$ cat config.mk
export PLATFORM = sky130hd
export DESIGN_NAME = candy_vend_ctrl
export DESIGN_NICKNAME = d
export VERILOG_FILES = /design/src/rtl/candy_pkg.sv /design/src/rtl/ack_timer.sv /design/src/rtl/candy_vend_ctrl.sv
export SDC_FILE = /design/constraint.sdc
export NUM_CORES = 1
export LEC_CHECK = 0
export CORE_MARGIN = 1
export CORE_UTILIZATION = 40
export DETAILED_ROUTE_END_ITERATION = 7
export SLEW_MARGIN = 20
export SYNTH_ARGS = -nofsm -noshare
export SYNTH_HDL_FRONTEND = slang
export SYNTH_HIERARCHICAL = 1
export SYNTH_SLANG_ARGS = --single-unit
$ cat constraint.sdc
create_clock -name clk -period 4.1 [get_ports clk]
set_input_delay 0.615 -clock clk [delete_from_list [all_inputs] [get_ports clk]]
set_output_delay 0.615 -clock clk [all_outputs]
set_load 0.01 [all_outputs]
$ cat src/rtl/candy_pkg.sv
// Shared definitions for the candy machine: state encoding and coin values.
package candy_pkg;

  typedef enum logic [1:0] {
    IDLE   = 2'd0,
    VEND   = 2'd1,
    CHANGE = 2'd2,
    FAULT  = 2'd3
  } state_e;

  localparam int unsigned NICKEL  = 5;
  localparam int unsigned DIME    = 10;
  localparam int unsigned QUARTER = 25;

  // Value in cents of the coins pulsed this cycle; simultaneous coins add up.
  function automatic int unsigned coin_sum(input logic five, input logic ten,
                                           input logic twentyfive);
    int unsigned s;
    s = 0;
    if (five)       s += NICKEL;
    if (ten)        s += DIME;
    if (twentyfive) s += QUARTER;
    return s;
  endfunction

endpackage

$ cat src/rtl/ack_timer.sv
// Counts cycles spent waiting for an actuator ack; flags the cycle in which the
// count would reach ACK_TIMEOUT.
module ack_timer #(
  parameter int unsigned ACK_TIMEOUT = 15
) (
  input  logic clk,
  input  logic rst,
  input  logic clr,
  input  logic en,
  output logic tc
);

  localparam int unsigned CntW = (ACK_TIMEOUT < 2) ? 1 : $clog2(ACK_TIMEOUT + 1);

  logic [CntW-1:0] cnt_q;

  // Wait counter: clear has priority over counting.
  always_ff @(posedge clk or negedge rst) begin
    if (!rst) begin
      cnt_q <= '0;
    end else if (clr) begin
      cnt_q <= '0;
    end else if (en) begin
      cnt_q <= cnt_q + 1'b1;
    end
  end

  // Terminal count depends only on en, so the FSM can use it without a loop through clr.
  always_comb begin
    tc = en && (cnt_q == CntW'(ACK_TIMEOUT - 1));
  end

endmodule

$ cat src/rtl/candy_vend_ctrl.sv
// Candy dispenser sequencer: coin credit accumulation, vend handshake, nickel-by-nickel
// change/refund and an actuator-stall fault.
module candy_vend_ctrl #(
  parameter int unsigned PRICE       = 25,
  parameter int unsigned MAX_CREDIT  = 95,
  parameter int unsigned CREDIT_W    = 7,
  parameter int unsigned ACK_TIMEOUT = 15
) (
  input  logic                clk,
  input  logic                rst,
  input  logic                five,
  input  logic                ten,
  input  logic                twentyfive,
  input  logic                cancel,
  input  logic                candy_ack,
  input  logic                change_ack,
  output logic                candy_req,
  output logic                change_req,
  output logic                coin_reject,
  output logic                fault,
  output logic [CREDIT_W-1:0] credit
);

  import candy_pkg::*;

  localparam logic [CREDIT_W:0]   MaxC    = (CREDIT_W + 1)'(MAX_CREDIT);
  localparam logic [CREDIT_W-1:0] PriceC  = CREDIT_W'(PRICE);
  localparam logic [CREDIT_W-1:0] NickelC = CREDIT_W'(NICKEL);

  state_e              state_q, state_d;
  logic [CREDIT_W-1:0] credit_q, credit_d;
  logic                coin_reject_d;
  logic                candy_req_q, change_req_q, fault_q, coin_reject_q;

  logic [CREDIT_W:0]   coin_s;
  logic [CREDIT_W:0]   credit_sum;
  logic                any_coin;
  logic                ack_ok;
  logic                timer_en, timer_clr, timer_tc;

  // Coin adder with one spare bit so the ceiling check cannot wrap.
  always_comb begin
    any_coin   = five | ten | twentyfive;
    coin_s     = (CREDIT_W + 1)'(coin_sum(five, ten, twentyfive));
    credit_sum = {1'b0, credit_q} + coin_s;
  end

  // Handshake bookkeeping: only acks matching the current request count.
  always_comb begin
    ack_ok    = ((state_q == VEND) && candy_ack) || ((state_q == CHANGE) && change_ack);
    timer_en  = ((state_q == VEND) || (state_q == CHANGE)) && !ack_ok;
    timer_clr = ack_ok || (state_d != state_q);
  end

  ack_timer #(
    .ACK_TIMEOUT(ACK_TIMEOUT)
  ) u_ack_timer (
    .clk(clk),
    .rst(rst),
    .clr(timer_clr),
    .en (timer_en),
    .tc (timer_tc)
  );

  // Next state, next credit and coin rejection.
  always_comb begin
    state_d       = state_q;
    credit_d      = credit_q;
    coin_reject_d = any_coin;
    case (state_q)
      IDLE: begin
        if (cancel && (credit_q != '0)) begin
          // Refund wins over vend; coins this cycle stay rejected.
          state_d = CHANGE;
        end else begin
          if (any_coin && (credit_sum <= MaxC)) begin
            credit_d      = credit_sum[CREDIT_W-1:0];
            coin_reject_d = 1'b0;
          end
          // Vend decision uses registered credit, giving one cycle of coin-to-vend latency.
          if (credit_q >= PriceC) begin
            state_d = VEND;
          end
        end
      end
      VEND: begin
        if (candy_ack) begin
          credit_d = credit_q - PriceC;
          state_d  = (credit_q == PriceC) ? IDLE : CHANGE;
        end else if (timer_tc) begin
          state_d = FAULT;
        end
      end
      CHANGE: begin
        if (change_ack) begin
          if (credit_q <= NickelC) begin
            credit_d = '0;
            state_d  = IDLE;
          end else begin
            credit_d = credit_q - NickelC;
          end
        end else if (timer_tc) begin
          state_d = FAULT;
        end
      end
      FAULT: begin
        if (cancel) begin
          state_d = CHANGE;
        end
      end
      default: begin
        state_d = IDLE;
      end
    endcase
  end

  // FSM state, credit and registered outputs decoded from the next state.
  always_ff @(posedge clk or negedge rst) begin
    if (!rst) begin
      state_q       <= IDLE;
      credit_q      <= '0;
      coin_reject_q <= 1'b0;
      candy_req_q   <= 1'b0;
      change_req_q  <= 1'b0;
      fault_q       <= 1'b0;
    end else begin
      state_q       <= state_d;
      credit_q      <= credit_d;
      coin_reject_q <= coin_reject_d;
      candy_req_q   <= (state_d == VEND);
      change_req_q  <= (state_d == CHANGE);
      fault_q       <= (state_d == FAULT);
    end
  end

  assign candy_req   = candy_req_q;
  assign change_req  = change_req_q;
  assign fault       = fault_q;
  assign coin_reject = coin_reject_q;
  assign credit      = credit_q;

endmodule

==> metrics.txt <==
result of the run finished, final reports clean; Horiz. Die Dim 69.5 um; clock tree skew after final layout 0.00385 ns; DR iter-0 viols 78; worst-margin pin slew 0.775 ns; cell depth of the worst hold path 2; type of destination of the critical path flop; Maximum Capacitance Violations 0; synthesized cell area 0.00182 mm2; Top-Level Pins 19; crit-path most repeated cell nand2_1; initial antenna violation count 0; TritonCTS sink count 17; count of nets after finishing 262; final weighted congestion in routability-driven placement 0.844; DRC violation count after routing 0; antenna fix cells 0; number of global-route vias before repair 1503; sequential share of the synthesized area 0.233; worst reg2reg endpoint u_ack_timer/cnt_q[3]; share of synthesized registers carrying an async set or reset 1.00; maximum fanout encountered on the critical timing path 7; worst setup slack for register-to-register paths 0.74 ns; die outline area 0.00483 mm2; Final min period 3.60 ns; Mapped Nets 246; chip height 69.5 um; detailed-placement wirelength estimate 3120 um; effective utilization at floorplan 0.419; total of warnings raised by yosys 6; number of detailed-route iterations in the first pass 4; Max Root-Sink Buffers 2; start point of the worst hold path u_ack_timer/cnt_q[2]; unrepaired setup endpoints after global routing no; syn avg cell area 8.45 um2; detail-routed net length per standard cell 14.3 um; CTS H-tree lvls 1; TritonCTS buffer count 3; startpoint of the worst-slack reg-to-reg timing path state_q[1]; Hold Path Class flop to flop; Setup Buffers After CTS 0; total gr overflow 0; CP max-delay cell clkdlybuf4s50_1; Final Power 1.74 mW; signed area change from the synthesized netlist to the final layout 14.0%; area inside the core boundary 0.00435 mm2; Setup TNS Final 0 ns; CTS-repair resized insts 0; antenna viol nets, final 0; number of placement rows 24; EDFF count, synth 0; worst-skew pair later-pin latency 0.26 ns; Synth Instances 216; power density over the cells 837 mW/mm2; post-layout utilization of the core 0.478; Worst EP arrival 3.74 ns; Pins Over Slew Limit 0; mean number of vias per cell 5.73; period utilisation layout 0.878; largest vdd supply drop 0.386 mV; clock tree from TritonCTS built; flip-flop and latch count after synthesis 17; pin count of the biggest net entering global routing 18; startpoint type of the worst setup path primary input; start-to-end type of the worst setup path primary input to flop; cells along the critical path clkdlybuf4s50_1 -> inv_1 -> ha_1 -> nand2_1 -> nand2_1 -> fa_1 -> a211oi_2 -> nor2_1 -> mux2i_1 -> a21boi_1 -> o31a_1 -> mux2_4; total of hold buffers inserted after clock tree synthesis 0; hold violation count in the final report 0; required time at the endpoint of the critical path 4.24 ns; cells on worst reg2reg path 12; number of vias in the routed layout 1622; peak clock frequency supported by timing 0.278 GHz; worst min-delay path endpoint u_ack_timer/cnt_q[2]; most common flop cell mapped by yosys dfrtp_1; worst stage delay on the critical path 0.58 ns; number of distinct standard cells referenced by the synthesized netlist 60; root buffer selected by CTS clkbuf_8; Setup violations, final 0; I/O Buffers 18; Worst slew margin 0.482; total routing resource utilization after global routing 0.183; clock-pin transition on the worst setup and hold timing paths 0.07 ns; fraction of final layout cells sized beyond drive strength 1 0.0823; first-pass GRT wire length 7180 um; leakage power summed over all cells 0.915 nW; total length of routed wires 4040 um
synth_stat cells, types with 2 or more instances:
master | count | area [um2]
ha_1 | 21 | 263
nor2_1 | 18 | 67.6
dfrtp_1 | 17 | 425
nand2_1 | 15 | 56.3
inv_1 | 13 | 48.8
a21oi_1 | 12 | 60.1
mux2i_1 | 8 | 80.1
o21ai_0 | 8 | 40.0
nand3_1 | 7 | 35.0
nand2b_1 | 5 | 31.3
nand4_1 | 5 | 31.3
nor2b_1 | 5 | 31.3
xnor2_1 | 5 | 43.8
buf_2 | 4 | 20.0
o21ai_1 | 4 | 20.0
o22ai_1 | 4 | 25.0
a211oi_1 | 3 | 22.5
a21o_1 | 3 | 22.5
a32oi_1 | 3 | 26.3
inv_2 | 3 | 11.3
mux2_4 | 3 | 45.0
nor3_1 | 3 | 15.0
or3_1 | 3 | 18.8
xor2_1 | 3 | 26.3
a221oi_1 | 2 | 17.5
a31oi_1 | 2 | 12.5
and3_1 | 2 | 12.5
clkbuf_1 | 2 | 7.51
or2_1 | 2 | 12.5
routing by layer:
metal  global-route usage  wire length [um]  up-vias
li1                     -                 -      816
met5                    0                 0        -
met2                0.289              1890       49
met1                0.261              1890      752
met4               0.0544                53        0
met3               0.0203               202        5
area by class of cell:
type                       count  area, um2
multi-input combinational    175       1300
clock buffer                   4       45.0
tap                           52       65.1
timing repair buffer          19        188
sequential                    17        425
inverter                      16       60.1
fill                         418       2270
sequential cells by signal, summed over array words and instances (netlist names):
signal             count
credit                 7
u_ack_timer/cnt_q      4
state_q                2
candy_req              1
change_req             1
coin_reject            1
fault                  1
layout by cell type, fill, tap and decap left out, types with 4 or more instances in the layout:
| cell | n |
|---|---|
| xnor2_1 | 5 |
| ha_1 | 21 |
| nand4_1 | 5 |
| dfrtp_1 | 17 |
| nand3_1 | 7 |
| nand2_1 | 15 |
| nor2b_1 | 5 |
| a21oi_1 | 12 |
| nor2_1 | 18 |
| o21ai_1 | 4 |
| inv_1 | 13 |
| clkdlybuf4s50_1 | 18 |
| nand2b_1 | 5 |
| mux2i_1 | 8 |
| o22ai_1 | 4 |
| o21ai_0 | 8 |
power breakdown:
group	switching [mW]	internal [mW]	leakage (nW)
sequential	0.142	0.237	0.214
combinational	0.652	0.583	0.678
clock	0.0580	0.0691	0.0228
total	0.852	0.889	0.915
critical path: cells and delay by family:
family          cells  cell delay (ns)
simple gates        3             0.27
mux                 2             0.46
fa+ha+maj           2             0.77
buf+inv             2             0.69
compound gates      3             0.94
per-stage QoR:
step | setup WS (ns) | cell area, um2 | cells | hold slack [ns]
after detailed placement | 0.196 | 2030 | 279 | 0.595
final | 0.501 | 2080 | 283 | 0.587
after CTS | 0.462 | 2080 | 283 | 0.598
after global routing | 0.265 | 2080 | 283 | 0.636
after floorplan | 1.03 | 1820 | 216 | 0.319
after global placement | 0.323 | 2030 | 279 | 0.581
worst max path at each step:
stage,start,slack (ns),endpoint,depth (start not counted)
3_3_place_gp,five,0.32,credit[4],12
4_1_cts,five,0.46,credit[5],12
6_report,five,0.50,credit[5],12
3_5_place_dp,five,0.20,credit[4],12
2_1_floorplan,state_q[0],1.03,u_ack_timer/cnt_q[3],13
5_1_grt,five,0.27,credit[5],12
kinds of logic (layout without fill, tap and decap cells):
kind of cell             count (synthesis)  after routing  synth area share
AND/OR/NAND/NOR                         74             74             0.209
AO/OA/AOI/OAI                           59             59             0.233
multiplexers                            12             12            0.0748
flip-flops                              17             17             0.233
adder cells (fa/ha/maj)                 22             22             0.155
buffers and inverters                   24             39            0.0562
XOR/XNOR                                 8              8            0.0384
No activity file was read; power rests on OpenSTA's default activity.
